## src/rtl/fetch_controller.sv

```systemverilog
// ============================================================================
// fetch_controller : instruction fetch FSM with a one-entry output register,
//                    back-pressure stall, branch redirect and bounds fault.
// Revision: 1.0
// ============================================================================
`default_nettype none

module fetch_controller #(
   parameter int IMEM_DEPTH = 13
) (
   input  logic        clk,
   input  logic        reset,
   input  logic        i_start,
   input  logic [31:0] i_start_pc,
   output logic        o_imem_en,
   output logic [31:0] o_imem_addr,
   input  logic [31:0] i_imem_rdata,
   input  logic        i_br_valid,
   input  logic [31:0] i_br_target,
   output logic        o_out_valid,
   input  logic        i_out_ready,
   output logic [31:0] o_out_instr,
   output logic [31:0] o_out_pc,
   output logic        o_busy,
   output logic        o_done,
   output logic        o_fault,
   output logic [15:0] o_xfer_count
);

   localparam logic [31:0] c_DEPTH = 32'(IMEM_DEPTH);

   typedef enum logic [2:0] {
      S_IDLE  = 3'd0,
      S_FETCH = 3'd1,
      S_STALL = 3'd2,
      S_DONE  = 3'd3,
      S_FAULT = 3'd4
   } state_t;

   state_t      r_state;
   logic [31:0] r_pc;
   logic        r_pc_jumped;
   logic        r_out_valid;
   logic [31:0] r_out_instr;
   logic [31:0] r_out_pc;
   logic [15:0] r_xfer_count;

   logic w_xfer;
   logic w_slot_free;
   logic w_pc_legal;
   logic w_read;

   assign w_xfer      = r_out_valid & i_out_ready;
   assign w_slot_free = ~r_out_valid | i_out_ready;
   assign w_pc_legal  = (r_pc < c_DEPTH);
   assign w_read      = (r_state == S_FETCH) & ~i_br_valid & w_slot_free & w_pc_legal;

   // r_pc_jumped marks a pc loaded from start_pc/br_target, so running off the
   // end of memory sequentially is DONE while jumping out of range is FAULT.
   always_ff @(posedge clk) begin
      if (reset) begin
         r_state      <= S_IDLE;
         r_pc         <= 32'd0;
         r_pc_jumped  <= 1'b0;
         r_out_valid  <= 1'b0;
         r_out_instr  <= 32'd0;
         r_out_pc     <= 32'd0;
         r_xfer_count <= 16'd0;
      end else begin
         if (w_xfer) begin
            r_xfer_count <= r_xfer_count + 16'd1;
         end
         case (r_state)
            S_IDLE: begin
               if (i_start) begin
                  r_pc         <= i_start_pc;
                  r_pc_jumped  <= 1'b1;
                  r_xfer_count <= 16'd0;
                  r_state      <= S_FETCH;
               end
            end
            S_FETCH: begin
               if (i_br_valid) begin
                  r_pc        <= i_br_target;
                  r_pc_jumped <= 1'b1;
                  r_out_valid <= 1'b0;
               end else if (!w_slot_free) begin
                  r_state <= S_STALL;
               end else if (!w_pc_legal) begin
                  r_out_valid <= 1'b0;
                  r_state     <= r_pc_jumped ? S_FAULT : S_DONE;
               end else begin
                  r_out_instr <= i_imem_rdata;
                  r_out_pc    <= r_pc;
                  r_out_valid <= 1'b1;
                  r_pc        <= r_pc + 32'd1;
                  r_pc_jumped <= 1'b0;
               end
            end
            S_STALL: begin
               if (i_br_valid) begin
                  r_pc        <= i_br_target;
                  r_pc_jumped <= 1'b1;
                  r_out_valid <= 1'b0;
                  r_state     <= S_FETCH;
               end else if (w_xfer) begin
                  r_out_valid <= 1'b0;
                  r_state     <= S_FETCH;
               end
            end
            S_DONE, S_FAULT: begin
               // A restart discards whatever is still waiting in the output slot.
               if (i_start) begin
                  r_pc         <= i_start_pc;
                  r_pc_jumped  <= 1'b1;
                  r_xfer_count <= 16'd0;
                  r_out_valid  <= 1'b0;
                  r_state      <= S_FETCH;
               end else if (w_xfer) begin
                  r_out_valid <= 1'b0;
               end
            end
            default: begin
               r_state <= S_IDLE;
            end
         endcase
      end
   end

   assign o_imem_en    = w_read;
   assign o_imem_addr  = w_read ? r_pc : 32'd0;
   assign o_out_valid  = r_out_valid;
   assign o_out_instr  = r_out_instr;
   assign o_out_pc     = r_out_pc;
   assign o_xfer_count = r_xfer_count;
   assign o_done       = (r_state == S_DONE);
   assign o_fault      = (r_state == S_FAULT);
   assign o_busy       = (r_state == S_FETCH) | (r_state == S_STALL) |
                         (((r_state == S_DONE) | (r_state == S_FAULT)) & r_out_valid);

endmodule

`default_nettype wire

```

## config.mk

```make
export PLATFORM = sky130hd
export DESIGN_NAME = fetch_controller
export DESIGN_NICKNAME = d
export VERILOG_FILES = /design/src/rtl/fetch_controller.sv
export SDC_FILE = /design/constraint.sdc
export NUM_CORES = 1
export LEC_CHECK = 0
export CORE_MARGIN = 2
export CORE_UTILIZATION = 46
export DETAILED_ROUTE_END_ITERATION = 12
export PLACE_DENSITY = 0.79
export SYNTH_ARGS = -nofsm -noshare
export SYNTH_HDL_FRONTEND = slang
export SYNTH_SLANG_ARGS = --single-unit
```

## constraint.sdc

```tcl
create_clock -name clk -period 2.9 [get_ports clk]
set_clock_uncertainty 0.2 [all_clocks]
set_input_delay 0.58 -clock clk [delete_from_list [all_inputs] [get_ports clk]]
set_output_delay 0.58 -clock clk [all_outputs]
set_load 0.01 [all_outputs]
```

# After elaboration in Yosys (flattened, before gate mapping)
# Index checks and enable logic that the tools add are counted.
[op_classes]
addsub = 2
n_eq_ne = 11
n_mux = 31
n_lt_le_gt_ge = 1
bitwise = 11
reduce_logical = 9
[op_table]
columns = ["cell", "n"]
rows = [
  ["32-bit 2-to-1 mux", 6],
  ["32-bit case mux with 3 select lines", 1],
  ["16-bit 2-to-1 mux", 3],
  ["32-bit by 1-bit adder with 32-bit output, second input constant", 1],
  ["32-bit by 4-bit < comparator with 1-bit output, second input constant", 1],
  ["3-bit 2-to-1 mux", 7],
  ["16-bit by 1-bit adder with 16-bit output, second input constant", 1],
  ["3-bit != test, second input constant", 4],
  ["1-bit 2-to-1 mux", 11],
  ["3-bit case mux with 3 select lines", 1],
  ["4-bit AND reduction", 2],
  ["3-bit by 2-bit == test with 1-bit output, second input constant", 2],
  ["1-bit case mux with 3 select lines", 2],
  ["3-bit nonzero test", 2],
  ["1-bit AND", 5],
  ["5-bit AND reduction", 1],
  ["2-bit != test, second input constant", 2],
  ["1-bit OR", 4],
  ["3-bit by 1-bit == test with 1-bit output, second input constant", 1],
  ["3-bit == test, second input constant", 1],
  ["3-bit zero test", 1],
  ["3-bit OR reduction", 1],
  ["2-bit by 1-bit != test with 1-bit output, second input constant", 1],
  ["1-bit inverter", 2],
  ["2 further kinds", 2],
]
[word_totals]
output_inout_bits = 117
input_bits = 101
ff_bits = 117
word_cells = 72

# Depth between registers and ports, before layout
# Gate-level depths: netlist of the first run.
[logic_depth]
ltp_word = 5
ltp_mapped = 9
depth_no_buf = 6

# Least setup slack after synthesis of the first run
# OpenSTA, ideal clock, no wires.
[synth_path]
path_kind = "register to output"
from = "register r_pc[22]"
to = "output o_imem_addr[0]"
path_stages_with_launch = 6
slack_ps = 411
required_ps = 2120
n_path_buf = 1
arrival_time_ps = 1709
cell_sequence = "dfxtp_1 > nor4_1 > o2111ai_1 > nor4_4 > buf_6 > and2_1"
[synth_between]
elab_chain_cells = 3
[synth_rtl]
columns = ["item", "line_no", "rtl"]
rows = [
  ["start, declared", "41", "logic [31:0] r_pc;"],
  ["start signal, assigned", "76", "r_pc <= i_start_pc;"],
  ["start signal, assigned", "84", "r_pc <= i_br_target;"],
  ["start signal, assigned", "96", "r_pc <= r_pc + 32'd1;"],
  ["32-bit by 4-bit < comparator with 1-bit output", "55", "assign w_pc_legal = (r_pc < c_DEPTH);"],
  ["1-bit AND", "56", "assign w_read = (r_state == S_FETCH) & ~i_br_valid & w_slot_free & w_pc_legal;"],
  ["named net o_imem_en", "15", "output logic o_imem_en,"],
  ["32-bit 2-to-1 mux", "131", "assign o_imem_addr = w_read ? r_pc : 32'd0;"],
  ["end, declared", "16", "output logic [31:0] o_imem_addr,"],
]
# The timed path passes the listed nets, and every way through them passes these cells.

# Worst setup path after layout of the first run
[layout_path]
from = "register r_pc[10]"
to = "output o_imem_addr[1]"
[layout_between]
elab_chain_cells = 3
[layout_rtl]
columns = ["item", "line_no"]
rows = [
  ["32-bit by 4-bit < comparator with 1-bit output", "55"],
  ["1-bit AND", "56"],
  ["32-bit 2-to-1 mux", "131"],
]
# No other way between the ends.

==> impl_metrics.toml, run 1 <==
[status]
status = "complete, but fails checks"
violations = "setup timing"

[place]
place_hpwl_um = 14590
place_ws_ps = -446.6
dpl-instance-area_um2 = 8843
io_buffers = 189
globalplace.congestion = 0.9618

[power_and_ir_drop]
clockPowerShare_pct = 28.2
swShare_pct = 38.16
powerDensity_nw_per_um2 = 746.6
internal-power_w = 0.004431
power.share.sequential_pct = 28.4
ir_drop_mv = 0.5066
p_sw_w = 0.002735
power.leakage_nw = 3.557
combPwrFrac_pct = 43.5
p_total_w = 0.007165

[sta]
postLayoutSetupSlackWorst_ps = -41.11
period_share_pct = 101.4
relSlewSlack_pct = 58.09
drv_slew = 0
fin_crit_ps = 2941
tightest_slew_ps = 628.6
setup_viol = 4
fmax_mhz = 340.0
final_hold_viol_count = 0
rsz0062_at_grt = "true"
tns_ps = -152.7

[run]
maxCapViolCount = 0

[floorplanning]
core_um2 = 13990
fp.dieArea_um2 = 15410
die_h_um = 124.2
dieWidth_um = 124.2
start_util_pct = 47.48
core.rowCount = 43
ios = 218

[detailed_routing]
first_iter_violations = 460
drc = 0
first_pass_iters = 6
wl_per_cell_um = 17.27
viasPerCell = 5.671
num_vias = 6783
drt_wl_total_um = 20650
ant_nets = 0

[worst_setup_path]
crit_required_ps = 2120
end_kind = "output pin"
critPathMaxFanout = 5
crit_type = "reg -> out"
critPathLaunchType = "register"
reg2reg_setup_slack_ps = 240
worstPathArrival_ps = 2160

[grt]
grt-ovfl-total = 0
grt_max_degree = 58
grt_pass1_vias = 6325
grt_util_all_layers_pct = 26.63
grt_pass1_wl_um = 32130
antenna_found_initial = 0

[clock_network]
cts.sinks = 117
cts_tree = "built"
htree_levels = 4
clk_pin_slew_worst_paths_ps = 60
clk_latency_ps = 420
clockBufferDepth = 2
cts_made_buffers = 17
cts-root-buf = "clkbuf_16"

[finish]
diodes = 0
area_growth_pct = 44.52
layout.nets = 1107
final_common_cell = "clkdlybuf4s50_1"
layout_common_cells = "clkdlybuf4s50_1, dfxtp_1, nor2_1, buf_4, mux2i_1"
final_layout_size_suffix_gt1_share_pct = 13.98
finalInstanceArea_um2 = 9598

[yosys]
post_synth_instance_area_um2 = 6641
synth-seq-cells = 117
synth-async-reset-ratio_pct = 0
synth_ff_type = "dfxtp_1"
yosys.cell_types.count = 64
postSynthAreaPerCell_um2 = 8.417
ys_seq_area_share_pct = 35.27
synth_edf_count = 0
ys_warn_count = 0
synthCells = 789

[min_path]
hold_path.class = "reg -> reg"
## cell type report
type	count	area (µm²)
multi-input combinational	591	3948
inverter	20	75.07
timing repair buffer	256	2434
clock inverter	13	123.9
sequential	117	2350
clock buffer	19	442.9
fill	1082	4390
tap	180	225.2
## worst max-delay path, cell delays in order (launching register included)
cell and delay (ps):
dfxtp_1 340, nor4_4 350, o2111ai_2 220, nor4_4 360
buf_12 150, buf_8 100, and2_4 140, buf_6 90
## logic make-up (layout without fill, tap and decap cells)
group | count (synthesis) | in the layout | synth area share [%]
AOI/OAI and AO/OA | 198 | 198 | 20.10
xor gates and xnor gates | 23 | 23 | 3.033
adders and majority gates | 3 | 3 | 0.5652
buffers and inverters | 108 | 308 | 8.459
DFF | 117 | 117 | 35.27
muxes | 69 | 69 | 10.57
other | 1 | 28 | 0.05646
and+or+nand+nor | 270 | 270 | 21.95
## what timing repair did
item / CTS / global route
pin swaps: 6 / 2
endpoints found under the setup margin: 6 / 34
resized for setup: 45 / 8
hold buffers: 0 / 0
setup buffers: 8 / 0
hold endpoints to repair: 0 / 0
## metrics by stage
step	util [%]	cells	hold WS (ps)
after floorplan	-	816	254.1
after global routing	68.61	1196	270.5
after global placement	63.22	1157	242.1
final	68.61	1196	254.1
after CTS	68.25	1196	259.5
after detailed placement	63.22	1157	242.7
## flip-flops by register name, summed over array words and instances (netlist names)
name,count
o_out_pc,32
o_out_instr,32
r_pc_jumped,1
o_out_valid,1
r_state,3
r_pc,32
o_xfer_count,16
## path summary, 6_finish.rpt
kind,start,to,depth (start not counted)
min,o_out_pc[21],o_out_pc[21],1
max reg2reg,r_pc[10],o_out_pc[25],10
max,r_pc[10],o_imem_addr[1],7
min reg2reg,o_out_pc[21],o_out_pc[21],1
## cells in the mapped netlist (4+ instances only)
cell       count  share of area [%]
o21ai_0       42                3.2
o211ai_1      17                1.9
o32ai_1        4               0.53
o2111ai_1      9                1.2
mux2i_1       60                9.0
a211oi_1      12                1.4
and3_1         4               0.38
a311o_1        4               0.60
nand4_1       15                1.4
a21oi_1       51                3.8
or3_1          4               0.38
buf_6          4               0.68
nand3b_1      11                1.2
a21o_1         4               0.45
nor3_1        12               0.90
dfxtp_1      117                 35
and2_1        40                3.8
nand2_1       31                1.8
a311oi_1      11                1.5
xnor2_1       14                1.8
nor2b_1       15                1.4
o211a_1        7                1.1
nor2_1        79                4.5
nor4_1        12                1.1
a221oi_1       6               0.79
nand3_1       21                1.6
nand2b_1       9               0.85
buf_4         28                3.2
buf_2         17                1.3
inv_1         20                1.1
clkbuf_1      36                2.0
xor2_1         9                1.2
and4_1         4               0.53
a31oi_1        6               0.57
mux2_2         9                1.5
## layer usage
metal	share of wire (%)	global-route usage, %	up-vias
met1	41	33.02	3194
met3	9.5	8.654	33
met4	1.5	7.584	0
li1	-	-	3255
met5	0	0	-
met2	48	44.23	301
## power by group through the flow
| stage | Clock (W) | Combinational, W | Sequential (W) |
|---|---|---|---|
| floorplan | 0 | 0.00183 | 0.00203 |
| global placement | 0 | 0.00290 | 0.00199 |
| detailed placement | 0 | 0.00294 | 0.00199 |
| CTS | 0.00203 | 0.00302 | 0.00200 |
| global route | 0.00211 | 0.00337 | 0.00205 |
| finish | 0.00202 | 0.00312 | 0.00203 |
Note: power is estimated with default switching activity, not from simulation.
==> inputs of run 2 (changes only) <==
--- a/config.mk
+++ b/config.mk
@@ -8,7 +8,7 @@
 export CORE_MARGIN = 2
 export CORE_UTILIZATION = 46
 export DETAILED_ROUTE_END_ITERATION = 12
-export PLACE_DENSITY = 0.79
+export PLACE_DENSITY = 0.8
 export SYNTH_ARGS = -nofsm -noshare
 export SYNTH_HDL_FRONTEND = slang
 export SYNTH_SLANG_ARGS = --single-unit
==> constraint.sdc (replaced) <==
create_clock -name clk -period 2.9 [get_ports clk]
set_clock_uncertainty 0.2 [all_clocks]
set_input_delay 0.87 -clock clk [delete_from_list [all_inputs] [get_ports clk]]
set_output_delay 0.87 -clock clk [all_outputs]
set_load 0.01 [all_outputs]
==> impl_metrics.toml, run 2 (same netlist as run 1, synthesis figures left out) <==
[status]
status = "complete, but fails checks"
violations = "setup timing"

[worst_setup_path]
cpMaxStageDelayCell = "dfxtp_1"
critPathMaxStageDelay_ps = 330
end_kind = "output pin"
crit_type = "reg -> out"
worst_path_most_repeated_cell = "buf_6"
critPathLaunchType = "register"
rr_endpoint = "o_out_instr[16]"
worstRegToRegCells = 9
critPathMaxFanout = 4
reg2reg_setup_slack_ps = 230
worstPathCellList = "nor4_2, o2111ai_1, buf_4, nor4_4, buf_12, buf_6, and2_4, buf_6"
crit-reg2reg-launch = "r_pc[7]"
worstPathArrival_ps = 2170
crit_required_ps = 1830

[clock_network]
clk_pin_slew_worst_paths_ps = 60
clockBufferDepth = 2
cts.sinks = 117
cts-root-buf = "clkbuf_16"
cts_tree = "built"
cts_made_buffers = 17
clk_latency_ps = 420
htree_levels = 4
cts_hold_buf = 0

[finish]
diodes = 0
area_growth_pct = 47.83
final_layout_size_suffix_gt1_share_pct = 15.65
final_common_cell = "clkdlybuf4s50_1"
layout.nets = 1126
layout_common_cells = "clkdlybuf4s50_1, dfxtp_1, nor2_1, buf_4, mux2i_1"

[min_path]
min_to = "o_out_pc[19]"
hold_start = "o_out_pc[19]"
hold_path.class = "reg -> reg"
holdPathStages = 1

[sta]
rsz0062_at_grt = "true"
setup_viol = 5
fin_crit_ps = 3244
final_hold_viol_count = 0
drv_slew = 0
fmax_mhz = 308.3
postLayoutSetupSlackWorst_ps = -343.9
tightest_slew_ps = 609.7
period_share_pct = 111.9
relSlewSlack_pct = 59.35
whs_ps = 259.9

[run]
maxCapViolCount = 0

[floorplanning]
ios = 218
dieWidth_um = 124.2
core.rowCount = 43
start_util_pct = 47.48
core_um2 = 13990
fp.dieArea_um2 = 15410
die_h_um = 124.2

[power_and_ir_drop]
ir_drop_mv = 0.5199
power.leakage_nw = 3.713
powerDensity_nw_per_um2 = 759.0

[detailed_routing]
wl_per_cell_um = 17.29
drt_wl_total_um = 21010
num_vias = 6882
first_pass_iters = 5
drc = 0
ant_nets = 0
viasPerCell = 5.664
first_iter_violations = 479

[place]
globalplace.congestion = 0.9967
io_buffers = 189
place_hpwl_um = 14770
place_ws_ps = -933.0

[grt]
grt_util_all_layers_pct = 27.19
grt_max_degree = 58
grt-ovfl-total = 0
grt_pass1_vias = 6580
grt_pass1_wl_um = 32560
antenna_found_initial = 0
run 2: cell count changes in the layout (fill, tap and decap cells not counted), sizes merged:
| cell | delta |
|---|---|
| buf | +17 |
| bufbuf | +1 |
| bufinv | +2 |
| clkbuf | +1 |
| clkdlybuf4s50 | -3 |
| clkinvlp | -2 |
| dlygate4sd2 | +3 |
| dlymetal6s2s | +1 |
| inv | -1 |
run 2: repair_timing:
item	CTS	global route
resized for setup	38	6
setup buffers	4	1
endpoints found under the setup margin	8	6
gates cloned	1	0
pin swaps	6	5
run 2: area by class of cell:
class                   instances  area, µm²
multi-input cells             591       3941
flip-flops and latches        117       2349
repair buffers                275       2604
inverters                      20      75.07
fillers                      1092       4170
well taps                     180      225.2
clock buffers                  20      456.7
clock inverters                12      167.7
run 2: layer usage:
layer,GRT usage [%],wire [µm],vias up
met5,0,0,-
met4,9.761,311,0
met3,8.791,1835,30
met2,44.16,10040,314
met1,33.76,8821,3252
li1,-,-,3286
run 2: stage by stage:
stage | power (W) | utilization [%] | std cells | setup TNS, ps | instance area [µm²]
floorplan | 0.003878 | - | 816 | -429.1 | 6765
global placement | 0.005005 | 64.54 | 1177 | -10220 | 9029
detailed placement | 0.005047 | 64.54 | 1177 | -11420 | 9029
CTS | 0.007371 | 69.95 | 1214 | -1869 | 9784
global route | 0.007820 | 70.19 | 1215 | -1773 | 9818
finish | 0.007452 | 70.19 | 1215 | -1427 | 9818
run 2: where the power goes:
group          internal (W)  switching, W  total (W)
Combinational       0.00146       0.00176    0.00322
Clock               0.00141      0.000815    0.00223
Sequential          0.00183      0.000181    0.00201
Total               0.00470       0.00276    0.00745
run 2: worst max path at each step:
stage / from / to / slack, ps / cells after the start
2_1_floorplan: i_out_ready / o_imem_addr[0] / -110 / 5
3_3_place_gp: i_out_ready / o_imem_addr[3] / -910 / 7
3_5_place_dp: i_out_ready / o_imem_addr[1] / -930 / 7
4_1_cts: r_pc[14] / o_imem_addr[1] / -430 / 8
5_1_grt: r_pc[7] / o_imem_addr[1] / -420 / 8
6_report: r_pc[7] / o_imem_addr[1] / -340 / 8
run 2: critical path, delay by kind of cell, from the launching register on:
family	cells	cell delay (ps)
AND/OR/NAND/NOR	3	730
buffers and inverters	4	530
flip-flops	1	330
AO/OA/AOI/OAI	1	160
==> inputs of run 3 (changes only) <==
--- a/config.mk
+++ b/config.mk
@@ -8,6 +8,7 @@
 export CORE_MARGIN = 2
 export CORE_UTILIZATION = 46
 export DETAILED_ROUTE_END_ITERATION = 12
+export HOLD_SLACK_MARGIN = 0.1
 export PLACE_DENSITY = 0.8
 export SYNTH_ARGS = -nofsm -noshare
 export SYNTH_HDL_FRONTEND = slang
==> results of run 3 <==
The final DEF is identical to that of run 2; final timing and power are the same.
